**src/rtl/clkdiv_pkg.sv**
```systemverilog
// Shared types and helpers for the programmable clock divider.
// Mode encoding, divisor clamp rule and default counter width.
package clkdiv_pkg;

   localparam int CNT_W_DEF = 32;
   localparam int CNT_W_MAX = 64;

   typedef enum logic {
      MODE_TOGGLE = 1'b0,
      MODE_PULSE  = 1'b1
   } mode_e;

   // A zero divisor has no meaningful period; treat it as divide-by-one.
   function automatic logic [CNT_W_MAX-1:0] clamp_div(
      input logic [CNT_W_MAX-1:0] i_d
   );
      return (i_d == '0) ? CNT_W_MAX'(1) : i_d;
   endfunction

endpackage

```
**src/rtl/clkdiv_channel.sv**
```systemverilog
// One divider channel: counter, shadow config, apply logic, outputs.
// CLKDIV_SYNC_EN adds i_sync, a forced restart of the channel.
module clkdiv_channel
   import clkdiv_pkg::*;
#(
   parameter int CNT_W     = CNT_W_DEF,
   parameter int DIV_RESET = 50000000
) (
   input  logic             clk_in,
   input  logic             reset,
   input  logic             i_en,
   input  logic             i_load,
   input  logic [CNT_W-1:0] i_div,
   input  logic             i_mode,
`ifdef CLKDIV_SYNC_EN
   input  logic             i_sync,
`endif
   output logic             o_clk,
   output logic             o_tick,
   output logic             o_pending
);

   localparam logic [CNT_W-1:0] LP_DIV_RST =
      CNT_W'(clamp_div(CNT_W_MAX'(DIV_RESET)));

   logic [CNT_W-1:0] r_cnt;
   logic [CNT_W-1:0] r_div;
   logic [CNT_W-1:0] r_pdiv;
   mode_e            r_mode;
   mode_e            r_pmode;
   logic             r_pend;
   logic             r_clk;
   logic             r_tick;

   logic w_wrap;
   logic w_sync;
   logic w_restart;
   logic w_apply;

`ifdef CLKDIV_SYNC_EN
   assign w_sync = i_sync;
`else
   assign w_sync = 1'b0;
`endif

   assign w_wrap    = (r_cnt == r_div - CNT_W'(1));
   assign w_restart = ~i_en | w_sync;
   // Shadow lands only on a period boundary or while the channel is idle.
   assign w_apply   = r_pend & (w_restart | w_wrap);

   always_ff @(posedge clk_in or posedge reset) begin
      if (reset) begin
         r_pend  <= 1'b0;
         r_pdiv  <= LP_DIV_RST;
         r_pmode <= MODE_TOGGLE;
         r_div   <= LP_DIV_RST;
         r_mode  <= MODE_TOGGLE;
      end else if (w_apply) begin
         r_div  <= r_pdiv;
         r_mode <= r_pmode;
         r_pend <= 1'b0;
      end else if (i_load) begin
         r_pend  <= 1'b1;
         r_pdiv  <= CNT_W'(clamp_div(CNT_W_MAX'(i_div)));
         r_pmode <= mode_e'(i_mode);
      end
   end

   always_ff @(posedge clk_in or posedge reset) begin
      if (reset) begin
         r_cnt  <= '0;
         r_clk  <= 1'b0;
         r_tick <= 1'b0;
      end else if (w_restart) begin
         r_cnt  <= '0;
         r_clk  <= 1'b0;
         r_tick <= 1'b0;
      end else if (w_wrap) begin
         r_cnt  <= '0;
         r_tick <= 1'b1;
         r_clk  <= (r_mode == MODE_PULSE) ? 1'b1 : ~r_clk;
      end else begin
         r_cnt  <= r_cnt + CNT_W'(1);
         r_tick <= 1'b0;
         if (r_mode == MODE_PULSE) begin
            r_clk <= 1'b0;
         end
      end
   end

   assign o_clk     = r_clk;
   assign o_tick    = r_tick;
   assign o_pending = r_pend;

endmodule

```
**src/rtl/prog_clock_divider.sv**
```systemverilog
// Multi-channel runtime-programmable clock divider and tick generator.
// Define CLKDIV_SYNC_EN to add the global phase-align input `sync`.
module prog_clock_divider
   import clkdiv_pkg::*;
#(
   parameter  int NUM_CH    = 4,
   parameter  int CNT_W     = CNT_W_DEF,
   parameter  int DIV_RESET = 50000000,
   localparam int CH_W      = (NUM_CH > 1) ? $clog2(NUM_CH) : 1
) (
   input  logic              clk_in,
   input  logic              reset,
   input  logic [NUM_CH-1:0] enable,
   input  logic              cfg_valid,
   output logic              cfg_ready,
   input  logic [CH_W-1:0]   cfg_ch,
   input  logic [CNT_W-1:0]  cfg_div,
   input  logic              cfg_mode,
`ifdef CLKDIV_SYNC_EN
   input  logic              sync,
`endif
   output logic [NUM_CH-1:0] clk_out,
   output logic [NUM_CH-1:0] tick
);

   logic [NUM_CH-1:0]      w_pend;
   logic [NUM_CH-1:0]      w_load;
   logic [(1<<CH_W)-1:0]   w_pend_ext;
   logic                   w_acc;

   // Unpopulated channel slots never hold anything, so they always accept.
   always_comb begin
      w_pend_ext              = '0;
      w_pend_ext[NUM_CH-1:0]  = w_pend;
   end

   assign cfg_ready = ~w_pend_ext[cfg_ch];
   assign w_acc     = cfg_valid & cfg_ready;

   for (genvar g = 0; g < NUM_CH; g++) begin : g_ch
      assign w_load[g] = w_acc & (cfg_ch == CH_W'(g));

      clkdiv_channel #(
         .CNT_W     (CNT_W),
         .DIV_RESET (DIV_RESET)
      ) u_ch (
         .clk_in    (clk_in),
         .reset     (reset),
         .i_en      (enable[g]),
         .i_load    (w_load[g]),
         .i_div     (cfg_div),
         .i_mode    (cfg_mode),
`ifdef CLKDIV_SYNC_EN
         .i_sync    (sync),
`endif
         .o_clk     (clk_out[g]),
         .o_tick    (tick[g]),
         .o_pending (w_pend[g])
      );
   end

endmodule

```
**config.mk**
```make
export PLATFORM = sky130hd
export DESIGN_NAME = prog_clock_divider
export DESIGN_NICKNAME = d
export VERILOG_FILES = /design/src/rtl/clkdiv_pkg.sv /design/src/rtl/clkdiv_channel.sv /design/src/rtl/prog_clock_divider.sv
export SDC_FILE = /design/constraint.sdc
export NUM_CORES = 1
export LEC_CHECK = 0
export BUFFER_PORTS_ARGS = -buffer_cell sky130_fd_sc_hd__buf_4
export CAP_MARGIN = 20
export CORE_MARGIN = 5
export CORE_UTILIZATION = 50
export DETAILED_ROUTE_END_ITERATION = 8
export MAX_ROUTING_LAYER = met4
export PLACE_DENSITY = 0.68
export SLEW_MARGIN = 20
export SYNTH_ARGS = -nofsm -noshare
export SYNTH_HDL_FRONTEND = slang
export SYNTH_SLANG_ARGS = --single-unit
```
**constraint.sdc**
```tcl
create_clock -name clk_in -period 16.5 [get_ports clk_in]
set_input_delay 4.125 -clock clk_in [delete_from_list [all_inputs] [get_ports clk_in]]
set_output_delay 4.125 -clock clk_in [all_outputs]
set_load 0.05 [all_outputs]
```
==> run summary <==
OUTCOME
--------------------------------------------------------------------------------------------------------
Run status ................................................................................ finished clean

STA
--------------------------------------------------------------------------------------------------------
Setup repair after global routing missed its margin .......................................           no
Setup Skew ................................................................................      16.2 ps
Final period utilization ..................................................................        56.4%
Slew Viols, Final .........................................................................            0
Final setup violation count ...............................................................            0
Clock period minus final worst setup slack ................................................      9310 ps
Count of endpoints failing hold in the final timing report ................................            0
Worst slew margin relative to its limit ...................................................        23.0%
Fmax ......................................................................................      107 MHz
Tightest Pin Transition ...................................................................      1150 ps
Sum of negative setup slack ...............................................................         0 ps

CRITICAL PATH
--------------------------------------------------------------------------------------------------------
Worst EP arrival ..........................................................................      5180 ps
Classification of the worst setup path ....................................................    in -> out
Maximum net fanout on the critical path ...................................................            5
Crit. End Element .........................................................................  output port
Endpoint required time on the critical path ...............................................     12380 ps
Crit start category .......................................................................   input port

PWR
--------------------------------------------------------------------------------------------------------
Portion of total power attributed to combinational logic ..................................        19.7%
Total design power ........................................................................      2.98 mW
Net switching component of the power ......................................................       908 uW
Cell-internal power .......................................................................      2.07 mW
Leakage power figure ......................................................................      9.78 nW
Proportion of total power due to net switching ............................................        30.5%
Clock power share .........................................................................        33.7%
Power per cell area .......................................................................  117 mW/mm^2
Worst vdd rail ir drop ....................................................................   0.000102 V
Flop pwr share ............................................................................        46.5%

CLOCKING
--------------------------------------------------------------------------------------------------------
Number of instances resized during post-cts repair ........................................            0
TritonCTS clock tree ......................................................................         done
# Post-CTS Setup Buffers ..................................................................            0
Buffer cell driving the clock tree root ...................................................    clkbuf_16
Number of buffers added by the clock tree synthesis step ..................................           44
Clock sink total ..........................................................................          404
H-tree Lvls ...............................................................................            2
Largest buffer count on any clock path ....................................................            3
Latest clock arrival within the worst-skew pair ...........................................       580 ps
Post-CTS clock slew at the launch and capture registers of the worst setup and hold paths .        60 ps
Hold-fix buffers at CTS ...................................................................            0

RUN
--------------------------------------------------------------------------------------------------------
Max Cap Viol ..............................................................................            0

LOGIC SYNTHESIS
--------------------------------------------------------------------------------------------------------
Count of state elements after synthesis ...................................................          404
Sequential area share after synthesis .....................................................        43.6%
Post-synth cell types .....................................................................           78
Synthesized area divided by synthesized cell count ........................................    9.71 um^2
Syn Inst Count ............................................................................         2416
Number of warnings reported in the yosys synthesis log ....................................            0
Combined area of all synthesized cells ....................................................  0.0235 mm^2
Syn Nets ..................................................................................         2466
Ys async rst share ........................................................................         100%
Most used flip-flop cell after synthesis ..................................................      dfrtp_1
Number of enable flip-flop cells after synthesis ..........................................            0

FLOORPLANNING
--------------------------------------------------------------------------------------------------------
Die Span Y ................................................................................       227 um
FP Rows ...................................................................................           79
Area enclosed by the die boundary .........................................................  0.0513 mm^2
Starting density of the core ..............................................................        50.5%
Die Span X ................................................................................       227 um
Top Ports .................................................................................           51
Core footprint ............................................................................  0.0465 mm^2

DETAILED ROUTING
--------------------------------------------------------------------------------------------------------
Via Count .................................................................................        18500
Post-route met1 wirelength ................................................................     26600 um
DRC violation total after the first TritonRoute iteration .................................         1578
Number of optimization iterations in the first detailed-route pass ........................            5
Antenna violation net count after detailed routing ........................................            0
Wire per inst .............................................................................      19.9 um
Final Routed Wirelength ...................................................................     59900 um
Routed wl met2 ............................................................................     28300 um
Remaining design rule violation count .....................................................            0
Routed length on met3 .....................................................................      3780 um
Vias per inst .............................................................................         6.15
Uppermost layer routed ....................................................................         met4

HOLD PATH
--------------------------------------------------------------------------------------------------------
Worst hold-check path type ................................................................   reg -> reg

LAYOUT
--------------------------------------------------------------------------------------------------------
Area growth syn-to-layout .................................................................        8.96%
Layout cell share with drive strength beyond 1 ............................................        19.9%
Fill count ................................................................................         4071
Number of nets in the finished design .....................................................         2410

GRT
--------------------------------------------------------------------------------------------------------
Wire length of the first global-routing pass ..............................................     96700 um
Overflow left after global routing ........................................................            0
Vias in the first global route ............................................................        18300
Antenna violations before repair ..........................................................            2
Largest net degree at the start of global routing .........................................          134
Overall fraction of global-route tracks in use ............................................        23.7%

PLACE
--------------------------------------------------------------------------------------------------------
Post-DP HPWL ..............................................................................     40000 um
Placer congestion estimate ................................................................        0.950
Port Buf Inserts ..........................................................................           50

==> flip-flops by register name (all words and copies together), names as in the netlist <==
name	count
g_ch.u_ch.o_tick	4
g_ch.u_ch.o_clk	4
g_ch.u_ch.o_pending	4
g_ch.u_ch.r_div	128
g_ch.u_ch.r_cnt	128
g_ch.u_ch.r_pmode	4
g_ch.u_ch.r_mode	4
g_ch.u_ch.r_pdiv	128
==> cell families (layout without fill, tap and decap cells) <==
logic type	Yosys count	after routing	synth area share, %
adders and majority gates	8	8	0.427
AOI/OAI and AO/OA	329	329	9.86
xor gates and xnor gates	294	294	11.0
muxes	207	207	9.95
and+or+nand+nor	933	933	21.0
DFF	404	404	43.6
buffers and inverters	241	219	4.18
other	0	2	0
==> worst max-delay path, stage by stage <==
cell	delay (ps)
buf_4	120
mux4_2	630
inv_1	110
buf_4	200
==> through the flow <==
step / worst slack, ps / instance area [um^2] / instances / hold slack, ps / utilization (%)
3_5_place_dp: 7200 / 24100 / 2921 / 493 / 51.9
6_report: 7190 / 25600 / 3003 / 500 / 55.0
5_1_grt: 7150 / 25600 / 3002 / 511 / 55.0
2_1_floorplan: 1300 / 23500 / 2416 / 466 / -
3_3_place_gp: 7190 / 24100 / 2921 / 483 / 51.9
4_1_cts: 7190 / 25500 / 3001 / 505 / 55.0
==> power by group through the flow <==
stage          registers (mW)  clock network [mW]  logic (mW)
6_report                 1.39                1.01       0.589
5_1_grt                  1.41                1.07       0.654
4_1_cts                  1.39                1.03       0.586
3_5_place_dp             1.40                   0       0.580
3_3_place_gp             1.39                   0       0.558
2_1_floorplan            1.32                   0       0.490
==> cells in the mapped netlist, types with 32 or more instances <==
cell type  number  share of area [%]
nand3b_1       36                1.2
dfstp_2        96                 11
inv_1          67                1.1
nand4_1        36               0.96
and2_1         34               0.91
nand2_1       155                2.5
nor3_1         55                1.2
mux2_2        198                9.5
and3_1         36               0.96
xnor2_1       146                5.5
o21ai_0        92                2.0
clkbuf_1      140                2.2
xor2_1        148                5.5
dfrtp_1       308                 33
nand3_1       148                3.2
nor4_1         50                1.3
or4_1          63                2.0
a31oi_1        55                1.5
nor2_1        218                3.5
o311ai_0       32                1.2
==> area by class of cell <==
type	count	area [um^2]	area share, %
multi-input cells	1771	12300	48.2
flip-flops and latches	404	10200	40.0
clock buffers	61	1240	4.84
well taps	607	759	2.97
repair buffers	71	533	2.09
inverters	68	263	1.03
clock inverters	19	214	0.837
diodes	2	5.00	0.0196
==> routing by layer <==
layer  vias up  GRT usage (%)
li1       8592              -
met1      9291           31.9
met2       501           37.4
met3        96           4.40
met4         0           6.31
met5         -              -
==> path summary, 6_finish.rpt <==
kind	from	to	slack (ps)	cells after the start
max	cfg_ch[0]	cfg_ready	7190	4
max reg2reg	g_ch[3].u_ch.r_div[0]	g_ch[3].u_ch.o_pending	11790	11
min	g_ch[3].u_ch.r_cnt[0]	g_ch[3].u_ch.r_cnt[0]	500	1
min reg2reg	g_ch[3].u_ch.r_cnt[0]	g_ch[3].u_ch.r_cnt[0]	500	1
min in group asynchronous	reset	g_ch[2].u_ch.r_cnt[0]	3770	2
max in group asynchronous	reset	g_ch[3].u_ch.o_pending	10400	4
==> layout by cell type (no fill, tap or decap), types with 53 or more instances in the layout <==
master,netlist,routed
a31oi_1,55,55
nand3_1,148,148
xnor2_1,146,146
inv_1,67,66
xor2_1,148,148
nor3_1,55,53
dfrtp_1,308,307
nor2_1,218,217
mux2_2,198,198
dfstp_2,96,96
or4_1,63,61
nand2_1,155,155
buf_4,8,71
o21ai_0,92,91
(Power assumes the default switching activity.)
